**src/rtl/pet_uart_tx.sv**
```systemverilog
// pet_uart_tx -- byte-wide UART transmitter with an 8-entry FIFO.
//
// Bytes written through tx_wr/tx_data are queued in an 8-deep FIFO and sent
// LSB first on txd. The default frame is 8N1 (start, 8 data bits, stop).
// Defining PET_UART_TX_PARITY_EN makes the frame 8E1 by inserting an even
// parity bit between the data bits and the stop bit.
//
// Parameters
//   CLK_FREQ  system clock frequency in Hz
//   BAUD      serial bit rate; one bit lasts CLK_FREQ/BAUD cycles (must be >= 2)
// Ports
//   clk       system clock, rising edge
//   reset     synchronous active-high reset; aborts any frame, drops the queue
//   tx_data   byte to enqueue
//   tx_wr     write strobe, accepted only while tx_full is low
//   tx_full   FIFO holds 8 bytes (registered)
//   tx_empty  FIFO holds 0 bytes (registered)
//   tx_busy   a frame is being shifted out
//   txd       registered serial output, idle high
module pet_uart_tx #(
  parameter int CLK_FREQ = 50000000,
  parameter int BAUD     = 9600
) (
  input  logic       clk,
  input  logic       reset,
  input  logic [7:0] tx_data,
  input  logic       tx_wr,
  output logic       tx_full,
  output logic       tx_empty,
  output logic       tx_busy,
  output logic       txd
);

  localparam int DIV = CLK_FREQ / BAUD;
  localparam int DW  = $clog2(DIV);
  localparam logic [DW-1:0] DIV_LAST = DW'(DIV - 1);

  localparam logic [2:0] S_IDLE   = 3'd0;
  localparam logic [2:0] S_START  = 3'd1;
  localparam logic [2:0] S_DATA   = 3'd2;
`ifdef PET_UART_TX_PARITY_EN
  localparam logic [2:0] S_PARITY = 3'd3;
`endif
  localparam logic [2:0] S_STOP   = 3'd4;

  // FIFO
  logic [7:0] mem [8];
  logic [2:0] wr_ptr_q, wr_ptr_d;
  logic [2:0] rd_ptr_q, rd_ptr_d;
  logic [3:0] cnt_q, cnt_d;
  logic       full_q, empty_q;
  logic       wr_acc, pop;

  // Transmitter
  logic [2:0]    state_q, state_d;
  logic [DW-1:0] div_q, div_d;
  logic [2:0]    bit_q, bit_d;
  logic [7:0]    data_q, data_d;
  logic          txd_q, txd_d;
  logic          busy_q, busy_d;
  logic          tick;

  assign wr_acc = tx_wr & ~full_q;
  assign tick   = (div_q == DIV_LAST);

  // txd_d is the line level for the state being entered, so txd is a plain
  // flop output and changes exactly on the state boundary.
  always_comb begin
    state_d = state_q;
    div_d   = div_q;
    bit_d   = bit_q;
    data_d  = data_q;
    txd_d   = txd_q;
    pop     = 1'b0;
    case (state_q)
      S_IDLE: begin
        txd_d = 1'b1;
        if (!empty_q) begin
          pop     = 1'b1;
          data_d  = mem[rd_ptr_q];
          state_d = S_START;
          div_d   = '0;
          txd_d   = 1'b0;
        end
      end
      S_START: begin
        if (tick) begin
          state_d = S_DATA;
          div_d   = '0;
          bit_d   = 3'd0;
          txd_d   = data_q[0];
        end else begin
          div_d = div_q + DW'(1);
        end
      end
      S_DATA: begin
        if (tick) begin
          div_d = '0;
          if (bit_q == 3'd7) begin
`ifdef PET_UART_TX_PARITY_EN
            state_d = S_PARITY;
            txd_d   = ^data_q;
`else
            state_d = S_STOP;
            txd_d   = 1'b1;
`endif
          end else begin
            bit_d = bit_q + 3'd1;
            txd_d = data_q[bit_q + 3'd1];
          end
        end else begin
          div_d = div_q + DW'(1);
        end
      end
`ifdef PET_UART_TX_PARITY_EN
      S_PARITY: begin
        if (tick) begin
          state_d = S_STOP;
          div_d   = '0;
          txd_d   = 1'b1;
        end else begin
          div_d = div_q + DW'(1);
        end
      end
`endif
      S_STOP: begin
        if (tick) begin
          div_d = '0;
          // Chain straight into the next start bit when more data is queued.
          if (!empty_q) begin
            pop     = 1'b1;
            data_d  = mem[rd_ptr_q];
            state_d = S_START;
            txd_d   = 1'b0;
          end else begin
            state_d = S_IDLE;
            txd_d   = 1'b1;
          end
        end else begin
          div_d = div_q + DW'(1);
        end
      end
      default: begin
        state_d = S_IDLE;
        txd_d   = 1'b1;
      end
    endcase
    busy_d = (state_d != S_IDLE);
  end

  always_comb begin
    wr_ptr_d = wr_ptr_q + (wr_acc ? 3'd1 : 3'd0);
    rd_ptr_d = rd_ptr_q + (pop ? 3'd1 : 3'd0);
    cnt_d    = cnt_q + 4'(wr_acc) - 4'(pop);
  end

  always_ff @(posedge clk) begin
    if (reset) begin
      wr_ptr_q <= '0;
      rd_ptr_q <= '0;
      cnt_q    <= '0;
      full_q   <= 1'b0;
      empty_q  <= 1'b1;
      state_q  <= S_IDLE;
      div_q    <= '0;
      bit_q    <= '0;
      data_q   <= '0;
      txd_q    <= 1'b1;
      busy_q   <= 1'b0;
    end else begin
      wr_ptr_q <= wr_ptr_d;
      rd_ptr_q <= rd_ptr_d;
      cnt_q    <= cnt_d;
      full_q   <= (cnt_d == 4'd8);
      empty_q  <= (cnt_d == 4'd0);
      state_q  <= state_d;
      div_q    <= div_d;
      bit_q    <= bit_d;
      data_q   <= data_d;
      txd_q    <= txd_d;
      busy_q   <= busy_d;
    end
  end

  // Storage needs no reset: occupancy alone decides what is valid.
  always_ff @(posedge clk) begin
    if (!reset && wr_acc) mem[wr_ptr_q] <= tx_data;
  end

  assign tx_full  = full_q;
  assign tx_empty = empty_q;
  assign tx_busy  = busy_q;
  assign txd      = txd_q;

endmodule

```
**config.mk**
```make
export PLATFORM = sky130hd
export DESIGN_NAME = pet_uart_tx
export DESIGN_NICKNAME = d
export VERILOG_FILES = /design/src/rtl/pet_uart_tx.sv
export SDC_FILE = /design/constraint.sdc
export NUM_CORES = 1
export LEC_CHECK = 0
export ABC_AREA = 1
export CORE_ASPECT_RATIO = 2
export CORE_MARGIN = 10
export CORE_UTILIZATION = 42
export DETAILED_ROUTE_END_ITERATION = 10
export HOLD_SLACK_MARGIN = 0.08
export SYNTH_ARGS = -nofsm -noshare
export SYNTH_HDL_FRONTEND = slang
export SYNTH_SLANG_ARGS = --single-unit
```
**constraint.sdc**
```tcl
create_clock -name clk -period 7 [get_ports clk]
set_input_delay 1.4 -clock clk [delete_from_list [all_inputs] [get_ports clk]]
set_output_delay 1.4 -clock clk [all_outputs]
set_load 0.05 [all_outputs]
```
# Word-level counts from Yosys, hierarchy flattened
# Memories as Yosys holds them, arrays and structs flattened. A register that Yosys moved wholly into a read port is not among the register bits.
# Index checks and enable logic that the tools add are counted.
[totals]
elab_cells = 78
ramBits = 64
inputBits = 11
memories = 1
regBits = 41
out_inout_bits = 4
[classes]
n_reduce_logical = 13
bitwise_logic = 2
n_mux = 33
n_eq_ne = 11
n_addsub = 6
order_cmp = 1
[mem_list]
columns = ["name", "words", "word_bits", "rd", "rd_ports_with_merged_regs", "wr", "line", "text"]
rows = [
  ["mem", 8, 8, 1, 1, 1, "47", "logic [7:0] mem [8];"],
]
[op_table]
columns = ["op", "n"]
rows = [
  ["3-bit two-way mux", 9],
  ["13-bit two-way mux", 2],
  ["13-bit one-hot mux with 2 select lines", 1],
  ["8-bit two-way mux", 2],
  ["8-bit one-hot mux with 2 select lines", 1],
  ["13-bit by 1-bit adder with 13-bit output (second input constant)", 1],
  ["13-bit equality test (second input constant)", 1],
  ["1-bit two-way mux", 13],
  ["3-bit one-hot mux with 4 select lines", 1],
  ["2-bit != test (second input constant)", 5],
  ["3-bit by 1-bit adder with 3-bit output", 2],
  ["3-bit equality test (second input constant)", 2],
  ["3-bit one-hot mux with 2 select lines", 1],
  ["2-bit nonzero test", 3],
  ["4-bit by 1-bit adder with 4-bit output", 1],
  ["4-bit equality test (second input constant)", 1],
  ["4-bit zero test", 1],
  ["3-bit by 4-bit less-than comparator with 1-bit output (second input constant)", 1],
  ["1-bit one-hot mux with 4 select lines", 1],
  ["2-bit AND reduction", 2],
  ["4-bit AND reduction", 1],
  ["4-bit by 1-bit subtractor with 4-bit output", 1],
  ["3-bit by 1-bit adder with 3-bit output (second input constant)", 1],
  ["1-bit binary-select mux with 3-bit select", 1],
  ["other kinds (11)", 11],
]

# Depth between registers and ports, before layout
# Gate-level depths: netlist of run 1.
[depth]
depth_word = 6
ltp_mapped = 15
depth_no_buf = 14

# Least setup slack after synthesis of run 1
# OpenSTA, ideal clock, no wires.
[synth_timing]
kind = "input -> register"
startpoint = "in tx_wr"
endpoint = "reg empty_q (netlist: tx_empty)"
path_slack_ns = 4.102
cell_stages = 10
n_path_buf = 0
arrival_ns = 2.824
setup_time_ns = 0.074
required_time_ns = 6.926
cell_sequence = "inv_1 -> nor2_1 -> inv_1 -> nand3_1 -> nand2_1 -> ha_1 -> fa_1 -> xnor2_1 -> nand3_1 -> o21ai_0"
[synth_between]
elab_chain_len = 4
[synth_rtl]
columns = ["element", "line", "text"]
rows = [
  ["from (decl)", "27", "input logic tx_wr,"],
  ["1-bit AND", "63", "assign wr_acc = tx_wr & ~full_q;"],
  ["4-bit by 1-bit adder with 4-bit output", "154", "cnt_d = cnt_q + 4'(wr_acc) - 4'(pop);"],
  ["4-bit by 1-bit subtractor with 4-bit output", "154", ""],
  ["4-bit zero test", "175", "empty_q <= (cnt_d == 4'd0);"],
  ["to (signal assigned)", "175", ""],
  ["to (decl)", "51", "logic full_q, empty_q;"],
]
# Every way passes these cells.
# A chain may end at the register's enable or synchronous reset.

# Worst setup path after layout of run 1
# Ends and elaborated chain as after synthesis.

==> impl_metrics.py, run 1 <==
metrics = {
    "run_status": {
        "outcome": "finished clean",
    },
    "synth": {
        "synth_top_area_cell": "edfxtp_1",
        "netlist_area_um2": 4830,
        "synth-seq-cells": 105,
        "synth-compound-area-share_pct": 6.65,
        "synthSimpleGateAreaFrac_pct": 26.4,
        "synth_seq_area_share_pct": 56.7,
        "yosys.area_share.xor_xnor_pct": 1.24,
        "synth_flop_cell": "edfxtp_1",
        "post_synth_num_cell_types": 33,
        "async_sr_flop_fraction_pct": 0,
        "syn-num-nets": 574,
        "ys_top_cells_by_count": "nand2_1 (124), nor2_1 (123), edfxtp_1 (64)",
        "synth_area_per_cell_um2": 8.74,
        "synth_mux_area_share_pct": 0,
        "post_synthesis_share_of_cell_area_spent_on_full_adders_half_adders_and_majority_gates_pct": 2.74,
        "synth-edff-count": 64,
        "dominant_combinational_cell_family_by_area_after_synthesis": "simple AND/OR/NAND/NOR gates",
        "synth_warnings": 0,
        "yosysTopAreaCellShare_pct": 39.8,
        "syn-instance-count": 553,
        "ys_top_cells_by_area": "edfxtp_1 (40%), dfxtp_1 (17%), nand2_1 (9.6%)",
        "synthMostInstantiatedCell": "nand2_1",
    },
    "global_routing": {
        "global_route.overflow_total": 0,
        "grt_pass1_wl_mm": 17.6,
        "all_layer_gr_usage_pct": 14.1,
        "grt_pass1_vias": 3700,
        "grt_start_max_net_pins": 35,
        "grt_antenna_before_repair": 0,
    },
    "final_layout": {
        "final.fill_count": 1120,
        "final_std_cells_w_o_fill": 710,
        "drive_above_1_share_pct": 8.45,
        "design.final.nets": 584,
        "areaGrowthSynthToFinish_pct": 11.4,
        "ff_latch_area_um2": 2740,
        "antennaDiodeCount": 0,
        "multi_input_comb_area_um2": 1790,
    },
    "timing": {
        "worst_slew_margin_rel_pct": 54.6,
        "period_needed_ps": 3270,
        "setup_viol": 0,
        "setup-tns-final_ps": 0,
        "finalCritPeriodShare_pct": 46.7,
        "finClkSkew_ps": 10.4,
        "finalHoldViolCount": 0,
        "rsz0062_at_grt": "no",
        "worstMarginPinSlew_ps": 679,
        "max_freq_ghz": 0.306,
        "timing.final.max_slew_violations": 0,
    },
    "clock_network": {
        "cts-htree-levels": 3,
        "cts_buffer_depth": 2,
        "cts_setup_buffers": 0,
        "clock_insertion_delay_worst_skew_ps": 350,
        "numCtsBuffers": 9,
        "tritoncts": "done",
        "cts_hold_buffers": 0,
        "cts-root-buf": "clkbuf_16",
        "cts_resized": 0,
        "tritoncts_num_sinks": 105,
        "cts.reportedPaths.clkPinSlew_ps": 70,
    },
    "critical_path": {
        "cp.arrival_ps": 3530,
        "critical_path.startpoint": "tx_wr",
        "worstPathRequired_ps": 7270,
        "reg2reg_depth": 13,
        "crit_type": "in -> reg",
        "worst_r2r_endpoint": "tx_empty",
        "cp-start-kind": "input port",
        "critical_path.endpoint": "tx_empty",
        "worst-r2r-setup-slack_ps": 4060,
        "endpoint_kind": "flop",
        "crit_path_max_fanout": 3,
        "worstReg2RegStart": "div_q[0]",
    },
    "place": {
        "weighted_congestion_reported_at_the_end_of_routability_driven_placement": 0.832,
        "placedCellCount": 694,
        "number_of_port_buffers": 14,
        "dpl.hpwl_mm": 8.19,
    },
    "power": {
        "power_per_cell_area_nw_per_um2": 349,
        "total_leakage_power_nw": 2.09,
        "peakVddDrop_v": 0.000247,
    },
    "floorplan": {
        "start_util_pct": 42.8,
        "row_count": 55,
        "floorplan.die_area_um2": 16500,
        "core_um2": 11300,
        "dieWidth_um": 95.9,
        "die_y_um": 172,
        "ios": 15,
    },
    "detailed_routing": {
        "routed_wirelength_mm": 10.7,
        "remaining_drc_errors": 0,
        "vias_per_cell": 4.90,
        "route.vias.total": 3476,
        "drt_first_pass_iters": 6,
        "antenna_left": 0,
        "drt_iter0_drc": 160,
        "routed_wire_length_per_instance_um": 15.1,
    },
    "job": {
        "cap_viol_max_count": 0,
    },
    "min_path": {
        "hold_path.class": "reg -> reg",
    },
}
## power breakdown
group / switching, mW / leakage [nW] / total (mW) / internal, mW
sequential: 0.0470 / 0.913 / 0.771 / 0.724
combinational: 0.391 / 1.02 / 0.583 / 0.193
clock: 0.238 / 0.156 / 0.525 / 0.287
total: 0.676 / 2.09 / 1.88 / 1.20
## layout by cell type, fill, tap and decap left out, types with 2 or more instances in the layout
cell,instances
a31oi_1,2
clkdlybuf4s50_1,14
nand2_2,4
inv_1,44
nand4_1,6
o21ai_2,2
nor2_1,123
ha_1,9
nor2_2,6
inv_6,3
nand3_4,2
nand3_2,2
edfxtp_1,64
nor3_1,3
buf_4,2
o21ai_1,14
dfxtp_1,41
xnor2_1,4
a21oi_1,10
nand2_1,124
clkbuf_16,9
o21ai_0,31
nand3_1,26
inv_2,9
## worst max-delay path, cell delays in order
cell,delay [ps]
clkdlybuf4s50_1,450
inv_1,40
nor2_1,190
inv_1,90
nand3_1,180
nand2_1,80
ha_1,210
fa_1,380
xnor2_1,220
nand3_1,130
o21ai_0,160
## area by class of cell
type	count	area share [%]
Sequential cell	105	50.9
Multi-Input combinational cell	377	33.2
Inverter	54	3.76
Clock buffer	9	4.18
Timing Repair Buffer	16	2.88
Clock inverter	7	1.72
Tap cell	142	3.30
## metrics by stage
stage          worst slack [ps]  area [µm²]  utilization (%)  hold slack [ps]  power (mW)
2_1_floorplan              4100        4830                -              448        1.24
3_3_place_gp               3450        5070             44.9              463        1.36
3_5_place_dp               3380        5070             44.9              471        1.37
4_1_cts                    3740        5390             47.7              481        1.90
5_1_grt                    3630        5390             47.7              504        2.01
6_report                   3730        5390             47.7              478        1.88
## sequential cells by signal, indices dropped and copies added, names as in the netlist
name and cells:
bit_q 3, mem 64, tx_full 1, cnt_q 4, data_q 8, wr_ptr_q 3
tx_empty 1, rd_ptr_q 3, div_q 13, tx_busy 1, state_q 3, txd 1
## cell families after synthesis
kind of cell,after synthesis
xor gates and xnor gates,6
adders and majority gates,10
buffers and inverters,71
and+or+nand+nor,301
DFF,105
AOI/OAI and AO/OA,60
## routing by layer
layer | GRT usage, % | share of wire [%]
met1 | 12.7 | 36
met2 | 27.4 | 58
met3 | 2.58 | 2.3
met4 | 8.19 | 3.9
met5 | 0 | 0
## worst min-delay path by stage
stage / to / cells past startpoint / from
6_report: bit_q[2] / 2 / bit_q[2]
2_1_floorplan: bit_q[1] / 2 / bit_q[1]
4_1_cts: bit_q[2] / 2 / bit_q[2]
3_3_place_gp: bit_q[2] / 2 / bit_q[2]
3_5_place_dp: bit_q[2] / 2 / bit_q[2]
5_1_grt: bit_q[1] / 2 / bit_q[1]
Power figures use the tool's default switching activity.
==> inputs of run 2 (changes only) <==
==> constraint.sdc (replaced) <==
create_clock -name clk -period 2.95 [get_ports clk]
set_input_delay 0.59 -clock clk [delete_from_list [all_inputs] [get_ports clk]]
set_output_delay 0.59 -clock clk [all_outputs]
set_load 0.05 [all_outputs]
==> run 2 against run 1 <==
  * Die area is the same
  * Hold slack got worse by 5.9 ps
  * Sequential share of layout area fell by 0.53 points
  * Via count rose by 3.5%
  * Clock power up 120%
  * Flip-flop and latch count is the same
  * Utilization up 0.50 points
  * Wire length fell by 2.7%
  * Register-to-register slack got worse by 3500 ps
  * Sequential power is 140% higher
  * Non-clock buffer count grew 11
  * Global-route usage fell by 0.84 points
  * Critical endpoint unchanged
  * Largest power group unchanged
  * Highest routed layer unchanged
==> impl_metrics.py, run 2 (synthesis gave the netlist of run 1 again) <==
metrics = {
    "run_status": {
        "outcome": "finished clean",
    },
    "global_routing": {
        "grt_pass1_wl_mm": 16.8,
        "global_route.overflow_total": 0,
        "grt_pass1_vias": 3581,
        "all_layer_gr_usage_pct": 13.3,
        "grt_antenna_before_repair": 0,
        "grt_start_max_net_pins": 35,
    },
    "clock_network": {
        "cts.reportedPaths.clkPinSlew_ps": 70,
        "cts_setup_buffers": 0,
        "cts-htree-levels": 3,
        "clock_insertion_delay_worst_skew_ps": 340,
        "numCtsBuffers": 9,
        "cts_buffer_depth": 2,
        "tritoncts_num_sinks": 105,
        "cts-root-buf": "clkbuf_16",
        "cts_resized": 0,
        "cts_hold_buffers": 0,
        "tritoncts": "done",
    },
    "min_path": {
        "worst_hold_path.endpoint": "bit_q[1]",
        "min-delay-start": "bit_q[1]",
        "hold_depth": 2,
        "hold_path.class": "reg -> reg",
    },
    "floorplan": {
        "row_count": 55,
        "die_y_um": 172,
        "start_util_pct": 42.8,
        "core_um2": 11300,
        "floorplan.die_area_um2": 16500,
        "dieWidth_um": 95.9,
        "ios": 15,
    },
    "timing": {
        "timing.final.max_slew_violations": 0,
        "period_needed_ps": 2400,
        "finClkSkew_ps": 8.12,
        "setup_viol": 0,
        "worst_slew_margin_rel_pct": 51.4,
        "finalHoldViolCount": 0,
        "finalCritPeriodShare_pct": 81.3,
        "rsz0062_at_grt": "no",
        "worstMarginPinSlew_ps": 728,
        "setup-tns-final_ps": 0,
        "max_freq_ghz": 0.417,
    },
    "detailed_routing": {
        "drt_first_pass_iters": 4,
        "routed_wire_length_per_instance_um": 14.5,
        "routed_wirelength_mm": 10.4,
        "detail_route.wirelength.met1_mm": 3.60,
        "dr.max_layer_used": "met4",
        "remaining_drc_errors": 0,
        "met2_length_mm": 6.19,
        "drt_iter0_drc": 137,
        "detailroute.wirelength.met3_um": 258,
        "route.vias.total": 3599,
        "vias_per_cell": 4.99,
        "antenna_left": 0,
    },
    "final_layout": {
        "antennaDiodeCount": 0,
        "largest_reg_flops": 64,
        "drive_above_1_share_pct": 10.2,
        "final_std_cells_w_o_fill": 721,
        "areaGrowthSynthToFinish_pct": 12.6,
        "design.final.nets": 595,
        "layout_commonest_cell": "nand2_1",
        "registers.top_by_ff_count": "mem",
        "layout.cells.most_common_list": "nand2_1 (124), nor2_1 (123), edfxtp_1 (64)",
        "biggestRegsByFlops": "mem (64), div_q (13), data_q (8)",
    },
    "job": {
        "cap_viol_max_count": 0,
    },
    "power": {
        "power_per_cell_area_nw_per_um2": 805,
        "total_leakage_power_nw": 2.14,
        "fin_total_pwr_mw": 4.38,
        "peakVddDrop_v": 0.000438,
    },
    "place": {
        "weighted_congestion_reported_at_the_end_of_routability_driven_placement": 0.848,
        "number_of_port_buffers": 14,
        "placedCellCount": 705,
        "dpl.hpwl_mm": 7.93,
    },
    "critical_path": {
        "worst-r2r-setup-slack_ps": 560,
        "crit_path_max_fanout": 3,
        "worst_path_dominant_cell_family": "adder cells",
        "reg2reg_depth": 13,
        "crit_path_max_cell_delay_ps": 460,
        "worst_r2r_endpoint": "tx_empty",
        "cp_cell_sequence": "clkdlybuf4s50_1 > inv_1 > nor2_1 > inv_1 > nand3_1 > nand2_1 > ha_1 > fa_1 > xnor2_1 > nand3_1 > o21ai_0",
        "worstPathBufferInverterCount": 3,
        "crit_type": "in -> reg",
        "endpoint_kind": "flop",
        "worstPathRequired_ps": 3220,
        "crit_path_top_delay_cell": "clkdlybuf4s50_1",
        "cp.arrival_ps": 2670,
        "cp-start-kind": "input port",
        "worstReg2RegStart": "div_q[1]",
    },
}
## run 2: changes by cell type in the layout (fill, tap and decap cells not counted)
cell / previous run / this run
clkinv_4: 1 / 2
buf_4: 2 / 13
inv_8: 1 / 2
bufinv_16: 1 / 0
clkinv_8: 1 / 0
## run 2: through the flow
step / hold WS, ps / setup slack, ps / util, % / area [µm²]
global placement: 462 / 259 / 45.6 / 5150
detailed placement: 465 / 214 / 45.6 / 5150
global route: 492 / 278 / 48.2 / 5440
CTS: 476 / 539 / 48.2 / 5440
floorplan: 448 / 503 / - / 4830
finish: 472 / 551 / 48.2 / 5440
## run 2: cell type report
type                            instances  area, µm²
Multi-Input combinational cell        377       1790
Clock buffer                            9        225
Clock inverter                          7       66.3
Fill cell                            1093       5840
Timing Repair Buffer                   27        238
Sequential cell                       105       2740
Inverter                               54        203
Tap cell                              142        178
## run 2: power breakdown
group          leakage (nW)  internal (mW)  total, mW  switching, mW
registers             0.913           1.72       1.82          0.104
logic                  1.08          0.481       1.41          0.928
clock network         0.145          0.597       1.15          0.556
total                  2.14           2.79       4.38           1.59
## run 2: tightest hold or removal path, delay by kind of cell, from the launching register on
family,cells,cell delay [ps]
AOI/OAI and AO/OA,1,50
DFF,1,320
and+or+nand+nor,1,60
## run 2: worst max path at each step
stage / from / end / cells past startpoint
6_report: tx_wr / tx_empty / 11
5_1_grt: div_q[1] / tx_empty / 13
3_5_place_dp: tx_wr / tx_empty / 11
3_3_place_gp: tx_wr / tx_empty / 11
4_1_cts: div_q[1] / tx_empty / 13
2_1_floorplan: div_q[0] / tx_empty / 14
## run 2: routing by layer
layer | track usage [%] | vias to the layer above
li1 | - | 1835
met1 | 11.2 | 1676
met2 | 27.0 | 61
met3 | 2.49 | 27
met4 | 6.64 | 0
met5 | 0 | -
